$ cat src/rtl/usrt_pkg.sv
// Shared USRT definitions: frame state encoding, parity modes, parity helper.
package usrt_pkg;

  typedef enum logic [2:0] {
    IDLE   = 3'd0,
    START  = 3'd1,
    DATA   = 3'd2,
    PARITY = 3'd3,
    STOP   = 3'd4
  } usrt_state_e;

  localparam int PAR_NONE = 0;
  localparam int PAR_EVEN = 1;
  localparam int PAR_ODD  = 2;

  // Turns the XOR reduction of the data bits into the parity bit sent on the line.
  function automatic logic par_bit(input logic xor_red, input int mode);
    return (mode == PAR_ODD) ? ~xor_red : xor_red;
  endfunction

endpackage

$ cat src/rtl/usrt_tx_txdatreg.sv
// Transmit holding register: one-entry buffer between the bus and the shifter.
module txdatreg
  import usrt_pkg::*;
#(
  parameter int DATA_W = 8
) (
  input  logic              i_Pclk,
  input  logic              i_Reset,
  input  logic              i_Push,
  input  logic [DATA_W-1:0] i_Data,
  input  logic              i_Xfer,
  input  logic              i_ClrOvf,
  output logic [DATA_W-1:0] o_Data,
  output logic              o_Full,
  output logic              o_Ovf
);

  logic [DATA_W-1:0] r_Data;
  logic              r_Full;
  logic              r_Ovf;

  // Store a pushed byte when there is room, or when the current one leaves this same cycle.
  always_ff @(posedge i_Pclk or negedge i_Reset) begin
    if (!i_Reset) begin
      r_Data <= '0;
      r_Full <= 1'b0;
    end else if (i_Push && (!r_Full || i_Xfer)) begin
      r_Data <= i_Data;
      r_Full <= 1'b1;
    end else if (i_Xfer) begin
      r_Full <= 1'b0;
    end
  end

  // Sticky overflow on a dropped push; a new drop beats a simultaneous clear.
  always_ff @(posedge i_Pclk or negedge i_Reset) begin
    if (!i_Reset) begin
      r_Ovf <= 1'b0;
    end else if (i_Push && r_Full && !i_Xfer) begin
      r_Ovf <= 1'b1;
    end else if (i_ClrOvf) begin
      r_Ovf <= 1'b0;
    end
  end

  assign o_Data = r_Data;
  assign o_Full = r_Full;
  assign o_Ovf  = r_Ovf;

endmodule

$ cat src/rtl/usrt_tx.sv
// USRT transmitter: holding register feeding a frame serialiser paced by i_BitEn.
module usrt_tx
  import usrt_pkg::*;
#(
  parameter int DATA_W    = 8,
  parameter int PARITY    = 0,
  parameter int STOP_BITS = 1
) (
  input  logic              i_Pclk,
  input  logic              i_Reset,
  input  logic              i_BitEn,
  input  logic              i_Push,
  input  logic [DATA_W-1:0] i_Data,
  input  logic              i_ClrOvf,
  output logic              o_Tx,
  output logic              o_Full,
  output logic              o_Busy,
  output logic              o_Empty,
  output logic              o_Ovf
);

  localparam int CNT_W = 4;

  usrt_state_e       r_State;
  logic [DATA_W-1:0] r_Shift;
  logic [CNT_W-1:0]  r_BitCnt;
  logic [1:0]        r_StopCnt;
  logic              r_Par;
  logic              r_Tx;

  logic [DATA_W-1:0] w_HoldData;
  logic              w_HoldFull;
  logic              w_HoldOvf;
  logic              w_LastStop;
  logic              w_Xfer;

  // A frame may start from IDLE or on the final stop-bit boundary (back-to-back frames).
  assign w_LastStop = (r_StopCnt == 2'(STOP_BITS));
  assign w_Xfer     = i_BitEn && w_HoldFull &&
                      ((r_State == IDLE) || ((r_State == STOP) && w_LastStop));

  txdatreg #(
    .DATA_W (DATA_W)
  ) u_txdatreg (
    .i_Pclk   (i_Pclk),
    .i_Reset  (i_Reset),
    .i_Push   (i_Push),
    .i_Data   (i_Data),
    .i_Xfer   (w_Xfer),
    .i_ClrOvf (i_ClrOvf),
    .o_Data   (w_HoldData),
    .o_Full   (w_HoldFull),
    .o_Ovf    (w_HoldOvf)
  );

  // Frame FSM with registered line output; all progress is gated by the bit strobe.
  always_ff @(posedge i_Pclk or negedge i_Reset) begin
    if (!i_Reset) begin
      r_State   <= IDLE;
      r_Tx      <= 1'b1;
      r_Shift   <= '0;
      r_BitCnt  <= '0;
      r_StopCnt <= '0;
      r_Par     <= 1'b0;
    end else if (w_Xfer) begin
      r_Shift <= w_HoldData;
      r_Par   <= par_bit(^w_HoldData, PARITY);
      r_Tx    <= 1'b0;
      r_State <= START;
    end else if (i_BitEn) begin
      case (r_State)
        IDLE: begin
          r_Tx <= 1'b1;
        end
        START: begin
          r_Tx     <= r_Shift[0];
          r_Shift  <= r_Shift >> 1;
          r_BitCnt <= CNT_W'(1);
          r_State  <= DATA;
        end
        DATA: begin
          if (r_BitCnt == CNT_W'(DATA_W)) begin
            if (PARITY != PAR_NONE) begin
              r_Tx    <= r_Par;
              r_State <= usrt_pkg::PARITY;
            end else begin
              r_Tx      <= 1'b1;
              r_StopCnt <= 2'd1;
              r_State   <= STOP;
            end
          end else begin
            r_Tx     <= r_Shift[0];
            r_Shift  <= r_Shift >> 1;
            r_BitCnt <= r_BitCnt + CNT_W'(1);
          end
        end
        usrt_pkg::PARITY: begin
          r_Tx      <= 1'b1;
          r_StopCnt <= 2'd1;
          r_State   <= STOP;
        end
        STOP: begin
          if (w_LastStop) begin
            r_Tx    <= 1'b1;
            r_State <= IDLE;
          end else begin
            r_StopCnt <= r_StopCnt + 2'd1;
          end
        end
        default: begin
          r_Tx    <= 1'b1;
          r_State <= IDLE;
        end
      endcase
    end
  end

  assign o_Tx    = r_Tx;
  assign o_Full  = w_HoldFull;
  assign o_Busy  = (r_State != IDLE);
  assign o_Empty = !w_HoldFull && (r_State == IDLE);
  assign o_Ovf   = w_HoldOvf;

endmodule

$ cat config.mk
export PLATFORM = sky130hd
export DESIGN_NAME = usrt_tx
export DESIGN_NICKNAME = d
export VERILOG_FILES = /design/src/rtl/usrt_pkg.sv /design/src/rtl/usrt_tx_txdatreg.sv /design/src/rtl/usrt_tx.sv
export SDC_FILE = /design/constraint.sdc
export NUM_CORES = 1
export LEC_CHECK = 0
export ABC_AREA = 1
export CAP_MARGIN = 0
export CORE_MARGIN = 2
export CORE_UTILIZATION = 58
export DETAILED_ROUTE_END_ITERATION = 7
export PLACE_DENSITY = 0.95
export SKIP_LAST_GASP = 1
export SYNTH_ARGS = -nofsm -noshare
export SYNTH_HDL_FRONTEND = slang
export SYNTH_SLANG_ARGS = --single-unit
$ cat constraint.sdc
create_clock -name i_Pclk -period 2.7 [get_ports i_Pclk]
set_input_delay 0.27 -clock i_Pclk [delete_from_list [all_inputs] [get_ports i_Pclk]]
set_output_delay 0.27 -clock i_Pclk [all_outputs]
set_load 0.01 [all_outputs]
==> summary by stage, run 1 <==
Status
The flow ran to the end, and the final reports show no timing, DRC or antenna violations.

Die
The floorplan die height is 54.6 um. The die outline width is 54.6 um. The initialized floorplan defines 18 standard-cell rows. The number of top-level design ports is 18. The total area inside the core boundary comes to 2450 um^2.

For this configuration, the core starts out at a cell density of 0.606. The die covers 2980 um^2.

Pwr
The combinational share of power is 0.425. The power share of the sequential group is 0.420. For this design the total switching power over the nets is 0.741 mW. The maximum vdd ir drop is 0.835 mV. Of the total power, the share spent switching nets is 0.415.

Cell internal power was estimated by the tool at 1.04 mW. The completed layout was analyzed and its total power is 1.79 mW. The static power due to leakage is 0.926 nW. The share of total power dissipated in the clock network is 0.155. In this run the power density over the cells is 1040 nW/um^2.

Routing
After detailed routing, the total wire length is 2850 um. The detailed router put a total of 1250 um of wire on met1. Wire segments on met3 add up to 120 um in the final route. The detailed-route vias per instance is 5.11.

The detailed router placed 1,196 vias in this run. The iteration count of the initial detailed-routing pass is 4. The residual DRC count is 0. The routed design uses 1460 um of met2 wire.

The post-detailed-route count of antenna-violating nets is 0. The final routed wire length divided by cell count is 12.2 um. The detailed router finished its first iteration with 34 violations. The highest metal layer used by the detailed router is met4.

CTS
The number of H-tree levels is 1. The clock-pin slew on the worst setup and hold paths is 160 ps. The post-CTS resize count is 0. The clock buffer count from CTS is 3.

Once the clock tree was built, the setup fixing pass inserted 0 buffers. The clock tree from TritonCTS is done. After clock tree synthesis, the flow added hold-fix buffers numbering 0. Clock latency on the worst-skew pair, taken at its later pin, is 330 ps. The maximum count of clock buffers along a single path is 2. The clock root buffer master is clkbuf_4. The CTS sink count is 28.

Layout
The final net count is 221. For this run, the number of standard cells in the final layout without fillers is 234. Registers take 702 um^2. Once layout is complete, the utilization of the core stands at 0.700.

The top cell types in the final layout, fill and taps aside, are 78 x nand2_1, 27 x nand3_1, 27 x dfrtp_1. After filler insertion, the fill cell instance count of the layout stands at 176. Leaving out fill and tap cells, the most frequent cell in the layout is nand2_1. The area growth from synthesis to layout is 15.7%. The multi-input combinational cells in the finished layout cover a total of 674 um^2.

0 antenna diodes ended up in the layout. The fraction of final layout cells sized beyond drive strength 1 is 0.103.

STA
The clock arrives with 9.74 ps of skew. The final period utilization is 0.769. Setup slack on the critical path of the routed design comes to 622 ps.

The count of final setup violators is 0. The number of pins with negative max-slew slack in the final report was 0. At the pin with the least slew margin, the transition time is 423 ps.

In this run the tightest slew margin relative to its limit is 0.717. Timing would allow up to 481 MHz. For the final routed database, the setup TNS stands at 0 ps. The final number of hold-violating endpoints is 0. Subtracting the final worst setup slack from the clock period gives 2080 ps.

Setup repair after global routing left no endpoint under its margin.

Yosys
The net count after synthesis is 202. Synthesis handed over a netlist of 186 instances. The synthesis-stage register bit count is 28. In this run the cell area of the synthesized design comes to 1490 um^2. Yosys attributes the largest share of cell area to dfrtp_1 45%, nand2_1 20%, nand3_1 9.1%. The cell taking the most area after synthesis is dfrtp_1. The number of distinct library cell variants in the gate-level netlist after synthesis is 24. During synthesis, Yosys emitted a total of 0 warnings. The share of synthesized area in the top cell type comes to 0.455.

The sequential element share of the synthesized area is 0.472. A synthesized cell averages 7.99 um^2.

Global routing
The first global-routing pass estimated 4700 um of wire. The via count of the first global-routing pass is 1,096. In the global route stage, overall resource usage came out at 0.221. The largest net degree at the start of global routing is 29.

The number of antenna violations at the first check in global routing came to 0. After global routing the overflow that remains totals 0.

Setup path
The critical path in this run is classified as flip-flop to primary output. Traced cell by cell, the critical path runs through nor2_4, nand3b_1, inv_1, clkdlybuf4s50_1. STA classifies the critical path startpoint as a flip-flop. The startpoint of the most critical setup path is r_State[0]. The cell depth of the worst flop-to-flop path is 9. The largest individual stage delay along the critical path comes from the cell clkdlybuf4s50_1. Counting both buffers and inverters, the worst setup path holds a total of 2.

The critical path depth in cells is 4. The endpoint class of the critical path is a primary output. The register-to-register path setup slack is 1050 ps. Grouping stages by cell kind, the critical path spends the most delay in buffers and inverters. The launch point of the worst reg-to-reg path is r_StopCnt[0]. The worst register-to-register path ends at r_Shift[3]. The highest fanout seen on the critical path is 6.

The data required time of the worst path is 2430 ps. The largest incremental delay on the critical path is 530 ps. The worst path arrival time is 1810 ps.

The capture point of the critical path is o_Empty.

Placement
The HPWL reported at the end of detailed placement is 2020 um. The placed instance count is 230. The number of port buffers is 17.

The worst setup slack before clock tree synthesis is 736 ps. At the end of routability-driven placement, the weighted congestion stood at 0.792.

Run
The count of max-cap constraint violations is 0.

Worst hold path
The type of the most critical hold path is input pin to async pin.
-- cells by family after synthesis --
logic type | share of synthesized area
xor+xnor | 0.0118
fa+ha+maj | 0.0253
simple gates | 0.401
buf+inv | 0.0741
flops | 0.472
compound gates | 0.0160
-- per-stage QoR --
step	instance area, um^2	hold slack, ps
final	1720	280
after global routing	1720	316
after CTS	1720	290
after detailed placement	1670	463
after global placement	1670	459
after floorplan	1490	-25.6
-- state kept, by name, indices dropped and copies added (netlist names) --
signal	cells
r_StopCnt	2
r_BitCnt	4
u_txdatreg.o_Data	8
r_State	3
r_Shift	8
u_txdatreg.o_Ovf	1
u_txdatreg.o_Full	1
o_Tx	1
-- worst min path at each step --
stage | to | startpoint | cells past startpoint | slack (ps)
floorplan | r_BitCnt[0] | i_Reset | 0 | -30
global placement | u_txdatreg.o_Data[2] | u_txdatreg.o_Data[2] | 2 | 460
detailed placement | u_txdatreg.o_Data[2] | u_txdatreg.o_Data[2] | 2 | 460
CTS | r_BitCnt[2] | i_Reset | 2 | 290
global route | r_BitCnt[1] | i_Reset | 2 | 320
finish | r_BitCnt[0] | i_Reset | 2 | 280
-- layout make-up --
cell class / count / share of cell area
tap: 30 / 0.0218
clock inverter: 1 / 0.0175
clock buffer: 3 / 0.0131
timing repair buffer: 18 / 0.103
multi-input combinational: 134 / 0.392
sequential: 28 / 0.408
inverter: 20 / 0.0437
-- metal layers --
| layer | GRT usage | vias up |
|---|---|---|
| li1 | - | 614 |
| met1 | 0.276 | 549 |
| met2 | 0.359 | 31 |
| met3 | 0.0656 | 2 |
| met4 | 0.0833 | 0 |
| met5 | 0 | - |
-- worst register-to-register path, stage by stage, from the launching register on --
cell and delay [ps]:
dfrtp_1 450, ha_1 210, inv_1 80, nand2_1 90, nand3b_4 190, clkinv_1 260
nand2_1 120, nand2_1 60, nand2_1 60, nand2_1 40
-- cells in the mapped netlist --
cell / n
buf_2: 1
buf_6: 1
buf_8: 1
clkbuf_1: 1
clkinv_1: 1
dfrtp_1: 27
dfstp_2: 1
ha_1: 3
inv_1: 18
inv_2: 1
nand2_1: 78
nand2_2: 4
nand2_4: 1
nand3_1: 27
nand3_2: 4
nand3_4: 1
nand3b_1: 1
nand3b_4: 1
nor2_1: 5
nor2_4: 2
nor3_1: 1
o21ai_0: 3
o21ai_2: 1
xor2_1: 2
-- power by group through the flow --
| stage | clock, mW | sequential (mW) | combinational [mW] |
|---|---|---|---|
| 2_1_floorplan | 0 | 0.724 | 0.569 |
| 3_3_place_gp | 0 | 0.739 | 0.727 |
| 5_1_grt | 0.295 | 0.765 | 0.878 |
| 3_5_place_dp | 0 | 0.748 | 0.759 |
| 6_report | 0.277 | 0.749 | 0.760 |
| 4_1_cts | 0.279 | 0.743 | 0.767 |
Power figures use the tool's default switching activity.
==> run 2: changes to the inputs <==
--- a/config.mk
+++ b/config.mk
@@ -8,9 +8,9 @@
 export ABC_AREA = 1
 export CAP_MARGIN = 0
 export CORE_MARGIN = 2
-export CORE_UTILIZATION = 58
+export CORE_UTILIZATION = 49
 export DETAILED_ROUTE_END_ITERATION = 7
-export PLACE_DENSITY = 0.95
+export PLACE_DENSITY = 0.86
 export SKIP_LAST_GASP = 1
 export SYNTH_ARGS = -nofsm -noshare
 export SYNTH_HDL_FRONTEND = slang
==> constraint.sdc (replaced) <==
create_clock -name i_Pclk -period 1.75 [get_ports i_Pclk]
set_input_delay 0.175 -clock i_Pclk [delete_from_list [all_inputs] [get_ports i_Pclk]]
set_output_delay 0.175 -clock i_Pclk [all_outputs]
set_load 0.01 [all_outputs]
==> run 2 against run 1 <==
Against the previous run: final area up 4.4%; via count up 2.8%; setup slack worse by 550 ps; non-clock buffer count up 9; sequential power up 47%; final cell count up 4.3%; die area up 17%; count of clock-buffer cells in the layout unchanged; clock power up 50%; clock skew up 1.2 ps; largest power group unchanged.
==> summary by stage, run 2 (same netlist as run 1, synthesis figures left out) <==
Status
The run finished with clean final reports.

Setup path
The worst path arrival time is 1500 ps. Of all nets on the critical path, the largest fanout is 2. Setup slack on the worst reg-to-reg path comes out at 170 ps. The kind of critical path is flip-flop to primary output. The endpoint of the worst-slack reg-to-reg timing path is r_Shift[3]. The data required time of the worst path is 1570 ps. The critical path runs through a total of 4 cells. Traced cell by cell, the critical path runs through nor2_4, buf_4, nand2_1, clkdlybuf4s50_1. The slowest stage cell on the critical path is clkdlybuf4s50_1. The worst setup path is captured at a primary output.

The number of buffers and inverters on the critical path is 2. The kind of start point of the critical path is a flip-flop. The launch point of the worst reg-to-reg path is r_StopCnt[0]. Counting cells, the worst reg-to-reg path comes to 9. The largest incremental delay on the critical path is 470 ps. The cell family contributing the most delay on the critical path is buffers and inverters.

Placement
The worst setup slack before clock tree synthesis is 193 ps. In this run the tool buffered the top-level ports with 17 buffer cells. Summed over all nets, the half-perimeter wirelength after detailed placement is 1900 um. At the end of routability-driven placement, the weighted congestion stood at 0.836.

Layout
0 antenna diodes ended up in the layout. The most common cell after layout, fill and taps aside is nand2_1. At the end of the flow, the number of nets in the layout was 230. The fraction of final layout cells sized beyond drive strength 1 is 0.155. The post-route core utilization is 0.634.

The number of fillers in the final layout is 242. The synthesis-to-finish area growth is 20.7%. In the layout the commonest cells are 78 x nand2_1, 27 x nand3_1, 24 x dfrtp_1.

Pwr
Dividing total power by cell area gives a power density of 1590 nW/um^2. The maximum vdd ir drop is 0.734 mV. The static power due to leakage is 0.982 nW. The design draws 2.85 mW.

Routing
The first TritonRoute pass finished after 4 iterations. The detailed router finished its first iteration with 122 violations. In the routed design, unresolved DRC markers number 0.

In this run the remaining antenna-violating nets after routing total 0. The total detailed-routing wirelength is 2650 um. Using the TritonRoute via totals, the vias-per-cell ratio works out to 5.04.

In the final routed layout, each cell accounts on average for 10.9 um. The routed layout has 1,229 vias.

CTS
The clock passes through at most 2 buffers. Clock-pin slew was measured on the worst setup and hold paths at 150 ps. The clock root buffer master is clkbuf_4.

In this run, CTS created clock tree buffers numbering 3. The post-cts hold buffer count is 0. The CTS sink count is 28. The number of H-tree levels is 1. The clock latency reported for the late side of the worst-skew pair is 330 ps. TritonCTS built the clock tree.

Global routing
The first global-routing pass estimated 4780 um of wire. The number of antenna violations at the first check in global routing came to 0. The overall fraction of global-route tracks in use is 0.180.

The leftover overflow at the end of global routing is 0. Entering global routing, the biggest net connects 29 pins. The via count of the first global-routing pass is 1,135.

STA
The count of final setup violators is 0. The number of pins with negative max-slew slack in the final report came to 0. The total negative setup slack is 0 ps. The post-route worst setup slack is 75.0 ps. In the finished design, the share of the clock period the worst path needs comes to 0.957. The clock period minus final worst setup slack is 1670 ps.

The largest clock skew in the final design is 10.9 ps. At the pin with the least slew margin, the transition time is 352 ps. Headroom to the max-slew limit came out at 0.765. The final number of hold-violating endpoints is 0. Setup repair after global routing left no endpoint under its margin. Static timing analysis puts the maximum clock frequency at 597 MHz.

Die
The area of the die is 3490 um^2. The core area is 2830 um^2. The initial utilization of the core area, before any placement, comes to 0.525. The number of standard-cell rows in the floorplan is 19. The die outline width is 59.1 um. The floorplan die height is 59.1 um. The number of top-level design ports is 18.

Run
The count of max-cap constraint violations is 0.

Worst hold path
The type of the most critical hold path is input pin to async pin.
==> run 2: changes by cell type in the layout (fill, tap and decap cells not counted) <==
cell,previous run,this run
dfrtp_2,0,3
dlymetal6s2s_1,0,1
buf_4,1,10
dfrtp_1,27,24
clkdlybuf4s50_1,17,16
==> run 2: layout make-up <==
class                   count  area (um^2)  area share
clock buffers               3         22.5      0.0126
inverters                  20         75.1      0.0418
well taps                  31         38.8      0.0216
clock inverters             1         30.0      0.0167
multi-input cells         134          674       0.376
flip-flops and latches     28          706       0.393
repair buffers             27          248       0.138
==> run 2: what timing repair did <==
item | CTS | global route
endpoints found under the setup margin | 2 | 1
pin swaps | 1 | 0
buffers inserted | 6 | 2
gates cloned | 0 | 0
gates resized for setup | 3 | 1
==> run 2: metrics by stage <==
step                      instances  hold WS (ps)  cell area [um^2]
after global placement          232           456              1680
after global routing            244           217              1790
after detailed placement        232           464              1680
after CTS                       242           200              1780
after floorplan                 186          -121              1490
final                           244           199              1790
==> run 2: worst max path at each step <==
stage                       startpoint                   end  slack (ps)
final                       r_State[1]                o_Busy          80
after global routing        r_State[1]                o_Busy           9
after CTS                   r_State[1]               o_Empty          10
after detailed placement       i_BitEn  u_txdatreg.o_Data[4]         190
after global placement         i_BitEn  u_txdatreg.o_Data[6]         200
after floorplan           r_StopCnt[0]            r_Shift[0]         440
==> run 2: worst register-to-register path, stage by stage, from the launching register on <==
cell	delay, ps
dfrtp_1	430
ha_1	200
inv_1	60
nand2_1	80
nand3b_4	180
clkinv_1	240
nand2_1	120
nand2_1	50
nand2_1	60
nand2_1	50
==> run 2: metal layers <==
layer / up-vias / global-route usage / share of wire
met2: 26 / 0.297 / 0.46
met5: - / 0 / 0
li1: 632 / - / -
met3: 5 / 0.0349 / 0.035
met4: 0 / 0.0617 / 0.014
met1: 566 / 0.237 / 0.49
==> run 2: power by group <==
| part | internal, mW | leakage, nW | switching [mW] | total [mW] |
|---|---|---|---|---|
| clock network | 0.232 | 0.0279 | 0.184 | 0.416 |
| logic | 0.564 | 0.603 | 0.767 | 1.33 |
| registers | 0.926 | 0.351 | 0.175 | 1.10 |
